### src/rtl/ps2_pkg.sv
// ============================================================================
//  Module      : ps2_pkg
//  Description : Shared scan-code constants, key-event record and FSM states
//  Revision    : 1.0 - initial release
// ============================================================================
`default_nettype none

package ps2_pkg;

    localparam logic [7:0] c_code_e0 = 8'hE0;
    localparam logic [7:0] c_code_f0 = 8'hF0;
    localparam logic [7:0] c_code_aa = 8'hAA;
    localparam logic [7:0] c_code_fa = 8'hFA;
    localparam logic [7:0] c_code_fe = 8'hFE;
    localparam logic [7:0] c_code_e1 = 8'hE1;
    localparam logic [7:0] c_code_00 = 8'h00;
    localparam logic [7:0] c_code_ff = 8'hFF;

    localparam int c_event_w = 10;

    typedef struct packed {
        logic       ext;
        logic       brk;
        logic [7:0] code;
    } ps2_event_t;

    typedef enum logic [1:0] {
        ST_IDLE     = 2'd0,
        ST_ACK      = 2'd1,
        ST_WAIT_LOW = 2'd2
    } ps2_state_t;

endpackage

`default_nettype wire

### src/rtl/ps2_event_fifo.sv
// ============================================================================
//  Module      : ps2_event_fifo
//  Description : First-word-fall-through key-event FIFO with registered head
//  Revision    : 1.0 - initial release
// ============================================================================
`default_nettype none

module ps2_event_fifo
    import ps2_pkg::*;
#(
    parameter int FIFO_DEPTH = 8
) (
    input  logic       clk,
    input  logic       rst,
    input  logic       i_push,
    input  ps2_event_t i_data,
    input  logic       i_pop,
    output logic       o_valid,
    output ps2_event_t o_head,
    output logic       o_drop
);

    localparam int AW = $clog2(FIFO_DEPTH);

    ps2_event_t      r_mem [FIFO_DEPTH];
    logic [AW:0]     r_wr_ptr;
    logic [AW:0]     r_rd_ptr;
    logic [AW:0]     w_wr_nxt;
    logic [AW:0]     w_rd_nxt;
    logic            w_empty;
    logic            w_full;
    logic            w_do_push;
    logic            w_do_pop;
    ps2_event_t      w_head_nxt;
    logic            r_valid;
    ps2_event_t      r_head;

    assign w_empty   = (r_wr_ptr == r_rd_ptr);
    assign w_full    = (r_wr_ptr[AW] != r_rd_ptr[AW]) &&
                       (r_wr_ptr[AW-1:0] == r_rd_ptr[AW-1:0]);
    assign w_do_pop  = i_pop && !w_empty;
    assign w_do_push = i_push && (!w_full || w_do_pop);
    assign o_drop    = i_push && w_full && !w_do_pop;
    assign w_wr_nxt  = r_wr_ptr + (AW+1)'(w_do_push);
    assign w_rd_nxt  = r_rd_ptr + (AW+1)'(w_do_pop);

    // Next head bypasses the memory when the write lands on the new read slot
    always_comb begin
        w_head_nxt = '0;
        if (w_wr_nxt != w_rd_nxt) begin
            if (w_do_push && (r_wr_ptr[AW-1:0] == w_rd_nxt[AW-1:0]))
                w_head_nxt = i_data;
            else
                w_head_nxt = r_mem[w_rd_nxt[AW-1:0]];
        end
    end

    always_ff @(posedge clk) begin
        if (w_do_push)
            r_mem[r_wr_ptr[AW-1:0]] <= i_data;
    end

    always_ff @(posedge clk or posedge rst) begin
        if (rst) begin
            r_wr_ptr <= '0;
            r_rd_ptr <= '0;
            r_valid  <= 1'b0;
            r_head   <= '0;
        end else begin
            r_wr_ptr <= w_wr_nxt;
            r_rd_ptr <= w_rd_nxt;
            r_valid  <= (w_wr_nxt != w_rd_nxt);
            r_head   <= w_head_nxt;
        end
    end

    assign o_valid = r_valid;
    assign o_head  = r_head;

endmodule

`default_nettype wire

### src/rtl/ps2_scan_sequencer.sv
// ============================================================================
//  Module      : ps2_scan_sequencer
//  Description : PS/2 scan-code handshake, prefix folding and event buffering
//  Revision    : 1.0 - initial release
// ============================================================================
`default_nettype none

module ps2_scan_sequencer
    import ps2_pkg::*;
#(
    parameter int FIFO_DEPTH  = 8,
    parameter int TIMEOUT_CYC = 2_500_000,
    parameter int SYNC_STAGES = 2
) (
    input  logic       CLOCK_50,
    input  logic       reset,
    input  logic       scan_ready,
    input  logic [7:0] scan_code,
    output logic       read,
    output logic       ev_valid,
    input  logic       ev_ready,
    output logic [7:0] ev_code,
    output logic       ev_ext,
    output logic       ev_break,
    output logic       bat_ok,
    output logic       kb_error,
    output logic       ev_overflow,
    input  logic       clr_status
);

    localparam int                 c_tmo_w    = $clog2(TIMEOUT_CYC + 1);
    localparam logic [c_tmo_w-1:0] c_tmo_last = c_tmo_w'(TIMEOUT_CYC - 1);
    localparam logic [c_tmo_w-1:0] c_tmo_one  = c_tmo_w'(1);

    logic [SYNC_STAGES-1:0] r_sync;
    logic                   w_rdy_s;
    ps2_state_t             r_state;
    ps2_state_t             w_state_nxt;
    logic                   w_capture;
    logic                   w_read;
    logic                   w_is_key;
    logic                   w_is_err;
    logic                   w_push;
    logic                   w_drop;
    ps2_event_t             w_push_ev;
    ps2_event_t             w_head;
    logic                   r_ext_pend;
    logic                   r_brk_pend;
    logic [c_tmo_w-1:0]     r_tmo_cnt;
    logic                   r_bat_ok;
    logic                   r_kb_error;
    logic                   r_overflow;

    assign w_rdy_s = r_sync[SYNC_STAGES-1];

    always_ff @(posedge CLOCK_50 or posedge reset) begin
        if (reset) begin
            r_sync  <= '0;
            r_state <= ST_IDLE;
        end else begin
            r_sync  <= {r_sync[SYNC_STAGES-2:0], scan_ready};
            r_state <= w_state_nxt;
        end
    end

    // WAIT_LOW holds off until the receiver drops scan_ready, so one code is consumed once
    always_comb begin
        w_state_nxt = r_state;
        w_capture   = 1'b0;
        w_read      = 1'b0;
        case (r_state)
            ST_IDLE: begin
                if (w_rdy_s) begin
                    w_capture   = 1'b1;
                    w_state_nxt = ST_ACK;
                end
            end
            ST_ACK: begin
                w_read      = 1'b1;
                w_state_nxt = ST_WAIT_LOW;
            end
            ST_WAIT_LOW: begin
                if (!w_rdy_s)
                    w_state_nxt = ST_IDLE;
            end
            default: w_state_nxt = ST_IDLE;
        endcase
    end

    always_comb begin
        w_is_err = (scan_code == c_code_00) || (scan_code == c_code_ff);
        w_is_key = 1'b1;
        case (scan_code)
            c_code_e0, c_code_f0, c_code_aa, c_code_00, c_code_ff,
            c_code_fa, c_code_fe, c_code_e1: w_is_key = 1'b0;
            default:                         w_is_key = 1'b1;
        endcase
    end

    assign w_push    = w_capture && w_is_key;
    assign w_push_ev = '{ext: r_ext_pend, brk: r_brk_pend, code: scan_code};

    always_ff @(posedge CLOCK_50 or posedge reset) begin
        if (reset) begin
            r_ext_pend <= 1'b0;
            r_brk_pend <= 1'b0;
            r_tmo_cnt  <= '0;
            r_bat_ok   <= 1'b0;
            r_kb_error <= 1'b0;
            r_overflow <= 1'b0;
        end else begin
            r_bat_ok <= w_capture && (scan_code == c_code_aa);
            if (w_capture) begin
                r_tmo_cnt <= '0;
                case (scan_code)
                    c_code_e0:                       r_ext_pend <= 1'b1;
                    c_code_f0:                       r_brk_pend <= 1'b1;
                    c_code_fa, c_code_fe, c_code_e1: ;
                    default: begin
                        r_ext_pend <= 1'b0;
                        r_brk_pend <= 1'b0;
                    end
                endcase
            end else if (r_ext_pend || r_brk_pend) begin
                if (r_tmo_cnt == c_tmo_last) begin
                    r_ext_pend <= 1'b0;
                    r_brk_pend <= 1'b0;
                    r_tmo_cnt  <= '0;
                end else begin
                    r_tmo_cnt <= r_tmo_cnt + c_tmo_one;
                end
            end else begin
                r_tmo_cnt <= '0;
            end

            if (w_capture && w_is_err)
                r_kb_error <= 1'b1;
            else if (clr_status)
                r_kb_error <= 1'b0;

            if (w_drop)
                r_overflow <= 1'b1;
            else if (clr_status)
                r_overflow <= 1'b0;
        end
    end

    ps2_event_fifo #(
        .FIFO_DEPTH (FIFO_DEPTH)
    ) u_fifo (
        .clk     (CLOCK_50),
        .rst     (reset),
        .i_push  (w_push),
        .i_data  (w_push_ev),
        .i_pop   (ev_ready),
        .o_valid (ev_valid),
        .o_head  (w_head),
        .o_drop  (w_drop)
    );

    assign read        = w_read;
    assign ev_code     = w_head.code;
    assign ev_ext      = w_head.ext;
    assign ev_break    = w_head.brk;
    assign bat_ok      = r_bat_ok;
    assign kb_error    = r_kb_error;
    assign ev_overflow = r_overflow;

endmodule

`default_nettype wire

### config.mk
export PLATFORM = sky130hd
export DESIGN_NAME = ps2_scan_sequencer
export DESIGN_NICKNAME = d
export VERILOG_FILES = /design/src/rtl/ps2_pkg.sv /design/src/rtl/ps2_event_fifo.sv /design/src/rtl/ps2_scan_sequencer.sv
export SDC_FILE = /design/constraint.sdc
export NUM_CORES = 1
export LEC_CHECK = 0
export ABC_AREA = 1
export BUFFER_PORTS_ARGS = -buffer_cell sky130_fd_sc_hd__buf_4
export CAP_MARGIN = 0
export CORE_MARGIN = 2
export CORE_UTILIZATION = 50
export CTS_BUF_LIST = sky130_fd_sc_hd__clkbuf_8
export CTS_CLUSTER_SIZE = 10
export DETAILED_ROUTE_END_ITERATION = 16
export PLACE_DENSITY = 0.71
export SLEW_MARGIN = 20
export SYNTH_ARGS = -nofsm -noshare
export SYNTH_HDL_FRONTEND = slang
export SYNTH_SLANG_ARGS = --single-unit
### constraint.sdc
create_clock -name CLOCK_50 -period 2.9 [get_ports CLOCK_50]
set_input_delay 0 -clock CLOCK_50 [delete_from_list [all_inputs] [get_ports CLOCK_50]]
set_output_delay 0 -clock CLOCK_50 [all_outputs]
set_load 0.1 [all_outputs]
==> key figures <==
Setup path
  • Worst setup EP type: flip-flop
  • Max Fanout on Critical Path: 19
  • Slowest-stage cell, CP: dfrtp_1
  • CP cell instances: inv_1, nand2_1, o21ai_1, nor2_1, a31oi_1, ha_2, ha_1, inv_1, nand2_1, nand3_1, nor2_4, nand4_4, nand2_1, clkinv_1, nor2_2
  • Req. time, crit path: 3.30 ns
  • RR Startpoint: u_fifo.r_wr_ptr[0]
  • Reg2Reg Setup Slack: 0.24 ns
  • WS Path Type: reg -> reg
  • Nature of the critical path startpoint: flip-flop
  • Critical path's most frequent cell: nand2_1
  • Reg-to-Reg End: u_fifo.o_head[8]
  • Reg2Reg Depth: 15
  • Critical path arrival: 3.05 ns
  • WP buf/inv: 3
  • Worst path max stage delay: 0.44 ns
  • CP delay by family, top: simple AND/OR/NAND/NOR gates

Global routing
  • Antenna violations before repair: 0
  • Gr ovfl total: 0
  • GRT met2 Usage: 0.379
  • Largest net degree at the start of global routing: 55
  • Vias in the first global route: 4508
  • GR peak layer: met2
  • Gr usage total: 0.226
  • First-pass GRT wire length: 22000 um
  • Grt met3 use: 0.0574
  • Met1 Usage GRT: 0.278

Clocking
  • Post-CTS Repair Setup Buffers: 0
  • Max clock buf depth: 2
  • Clock sinks: 130
  • Worst-path clk slew: 0.08 ns
  • Worst-Skew Late Latency: 0.46 ns
  • CTS tree: done
  • H-tree level count: 4
  • CTS Buf Count: 17
  • Root Driver: clkbuf_8

Layout
  • Multi-input logic area: 2040 um2
  • Area Overhead vs Synth: 16.9%
  • Commonest non-fill, non-tap cells in the layout: 116 x nand2_1, 80 x nor2_1, 80 x edfxtp_1, 66 x inv_1, 50 x dfrtp_1
  • Antenna cells: 0
  • Seq. cell area: 3650 um2
  • Nets: 681
  • Layout cells sized above 1: 0.180
  • Final core occ: 0.594
  • Final non-filler cell total: 823
  • Most common cell after layout, fill and taps aside: nand2_1
  • Fill count: 991

Synthesis
  • EDFF count, synth: 80
  • Cells after synthesis: 601
  • Ys async rst share: 0.385
  • Synth Cell Area: 6050 um2
  • Syn Nets: 619
  • Synth warn: 0
  • Seq cells post-synth: 130
  • Main synth FF type: edfxtp_1
  • Syn_area_per_cell: 10.1 um2
  • Area leader, netlist: edfxtp_1
  • Post-synthesis sequential area ratio: 0.604
  • Top cells by area, synth: edfxtp_1 40%, dfrtp_1 21%, nand2_1 7.2%
  • Area share of the largest cell type after synthesis: 0.397
  • Synth cell types: 39

Timing
  • Tcrit/Tclk final: 0.916
  • Min Tclk post-route: 2.66 ns
  • Slew margin rel.: 0.426
  • Hold Fails Final Rpt: 0
  • RSZ-0062 raised after global routing: no
  • Setup tns final: 0 ns
  • Final Max Tran Viols: 0
  • Fmax: 376 MHz
  • Final setup viols: 0
  • Worst Skew: 0.0131 ns
  • Worst Tran Pin Value: 0.862 ns

Floorplanning
  • I/O pin total: 28
  • Row Count: 40
  • Die height: 114 um
  • Core area: 11900 um2
  • Die area: 13000 um2
  • Initial core utilization: 0.508
  • Die width: 114 um

Hold path
  • Worst Hold End: ev_overflow
  • WHS Path Cells: 6
  • Worst hold path startpoint: ev_ready
  • Hold Crit Class: in -> reg

Power
  • Pwr per Cell Area: 1080 nW/um2
  • Total power draw: 0.00765 W
  • Leak: 2.92 nW
  • Worst vdd ir: 586 uV

Detailed routing
  • DR WL/cell: 16.7 um
  • Drt drc: 0
  • Routed Antenna Nets: 0
  • DR vias: 4400
  • DRT iter0 DRCs: 376
  • Drt via density: 5.35
  • TritonRoute pass-1 iters: 5
  • Post-Route WL: 13700 um

Placed design
  • Routability Congestion: 0.871
  • Placed cells: 780
  • PortBufs: 27
  • DP HPWL: 9370 um

Job
  • Max-Cap Viols: 0

Status
  • Status: completed
-- power breakdown --
group	total (W)	internal [W]	switching [W]
Combinational	0.00357	0.00116	0.00241
Sequential	0.00242	0.00226	0.000160
Clock	0.00165	0.000919	0.000730
Total	0.00765	0.00435	0.00330
-- kinds of logic (layout without fill, tap and decap cells) --
logic type               Yosys count  after routing  synth area share
AND/OR/NAND/NOR                  263            263             0.193
adder cells (fa/ha/maj)            5              5            0.0103
AO/OA/AOI/OAI                     73             73            0.0610
flip-flops                       130            130             0.604
XOR/XNOR                          21             21            0.0329
buffers and inverters             89            164            0.0610
multiplexers                      20             20            0.0372
-- per-stage QoR --
stage | area (um2) | worst slack [ns] | hold WS, ns
after floorplan | 6050 | 0.588 | 0.0314
after global routing | 7070 | 0.0545 | 0.176
after detailed placement | 6520 | 0.270 | 0.111
after CTS | 7060 | 0.261 | 0.128
final | 7070 | 0.243 | 0.140
after global placement | 6520 | 0.409 | 0.112
-- worst register-to-register path: stages (launching register included) --
cell	delay (ns)
dfrtp_1	0.44
inv_1	0.10
nand2_1	0.07
o21ai_1	0.06
nor2_1	0.16
a31oi_1	0.12
ha_2	0.20
ha_1	0.32
inv_1	0.12
nand2_1	0.09
nand3_1	0.12
nor2_4	0.17
nand4_4	0.29
nand2_1	0.17
clkinv_1	0.09
nor2_2	0.11
-- registers in the layout (all words and copies together), names as in the netlist --
name             count
ev_overflow          1
r_tmo_cnt           22
r_ext_pend           1
u_fifo.o_valid       1
u_fifo.o_head       10
r_sync               2
u_fifo.r_rd_ptr      4
kb_error             1
r_state              2
u_fifo.r_mem        80
bat_ok               1
u_fifo.r_wr_ptr      4
r_brk_pend           1
-- routing by layer --
layer / up-vias / routed length, um
met5: - / 0
met4: 0 / 346
met3: 31 / 702
met2: 145 / 6790
met1: 2108 / 5910
li1: 2116 / -
-- area by class of cell --
cell class                      instances  share of cell area
Inverter                               71              0.0379
Clock inverter                         12              0.0221
Multi-Input combinational cell        382               0.288
Clock buffer                           20              0.0389
Tap cell                              147              0.0260
Sequential cell                       130               0.517
Timing Repair Buffer                   61              0.0704
-- worst max-delay path by stage --
stage	start	endpoint	slack (ns)	cells after the start
finish	u_fifo.r_wr_ptr[0]	u_fifo.o_head[8]	0.24	15
detailed placement	u_fifo.r_wr_ptr[0]	u_fifo.o_head[2]	0.27	14
global placement	u_fifo.r_wr_ptr[0]	u_fifo.o_head[0]	0.41	14
floorplan	u_fifo.r_wr_ptr[1]	u_fifo.o_head[7]	0.59	15
global route	u_fifo.r_wr_ptr[0]	u_fifo.o_head[0]	0.05	15
CTS	u_fifo.r_wr_ptr[0]	u_fifo.o_head[4]	0.26	14
-- timing repair --
item                                    in CTS  in global routing
resized for setup                            0                  1
hold buffers                                11                  0
hold endpoints to repair                   123                  0
endpoints found under the setup margin       0                  4
-- Yosys cell counts (2+ instances only) --
cell,instances
a21oi_1,22
a31oi_1,2
buf_1,2
buf_2,4
buf_4,4
buf_6,2
clkbuf_1,6
dfrtp_1,50
edfxtp_1,80
ha_1,5
inv_1,66
inv_2,4
mux2_2,19
nand2_1,116
nand3_1,22
nand3b_1,2
nand4_1,12
nor2_1,80
nor2_2,3
nor2_4,3
nor3_1,13
nor3_2,2
nor4_1,3
o21ai_0,33
o21ai_1,15
xnor2_1,6
xor2_1,13
Note: power is estimated with default switching activity, not from simulation.
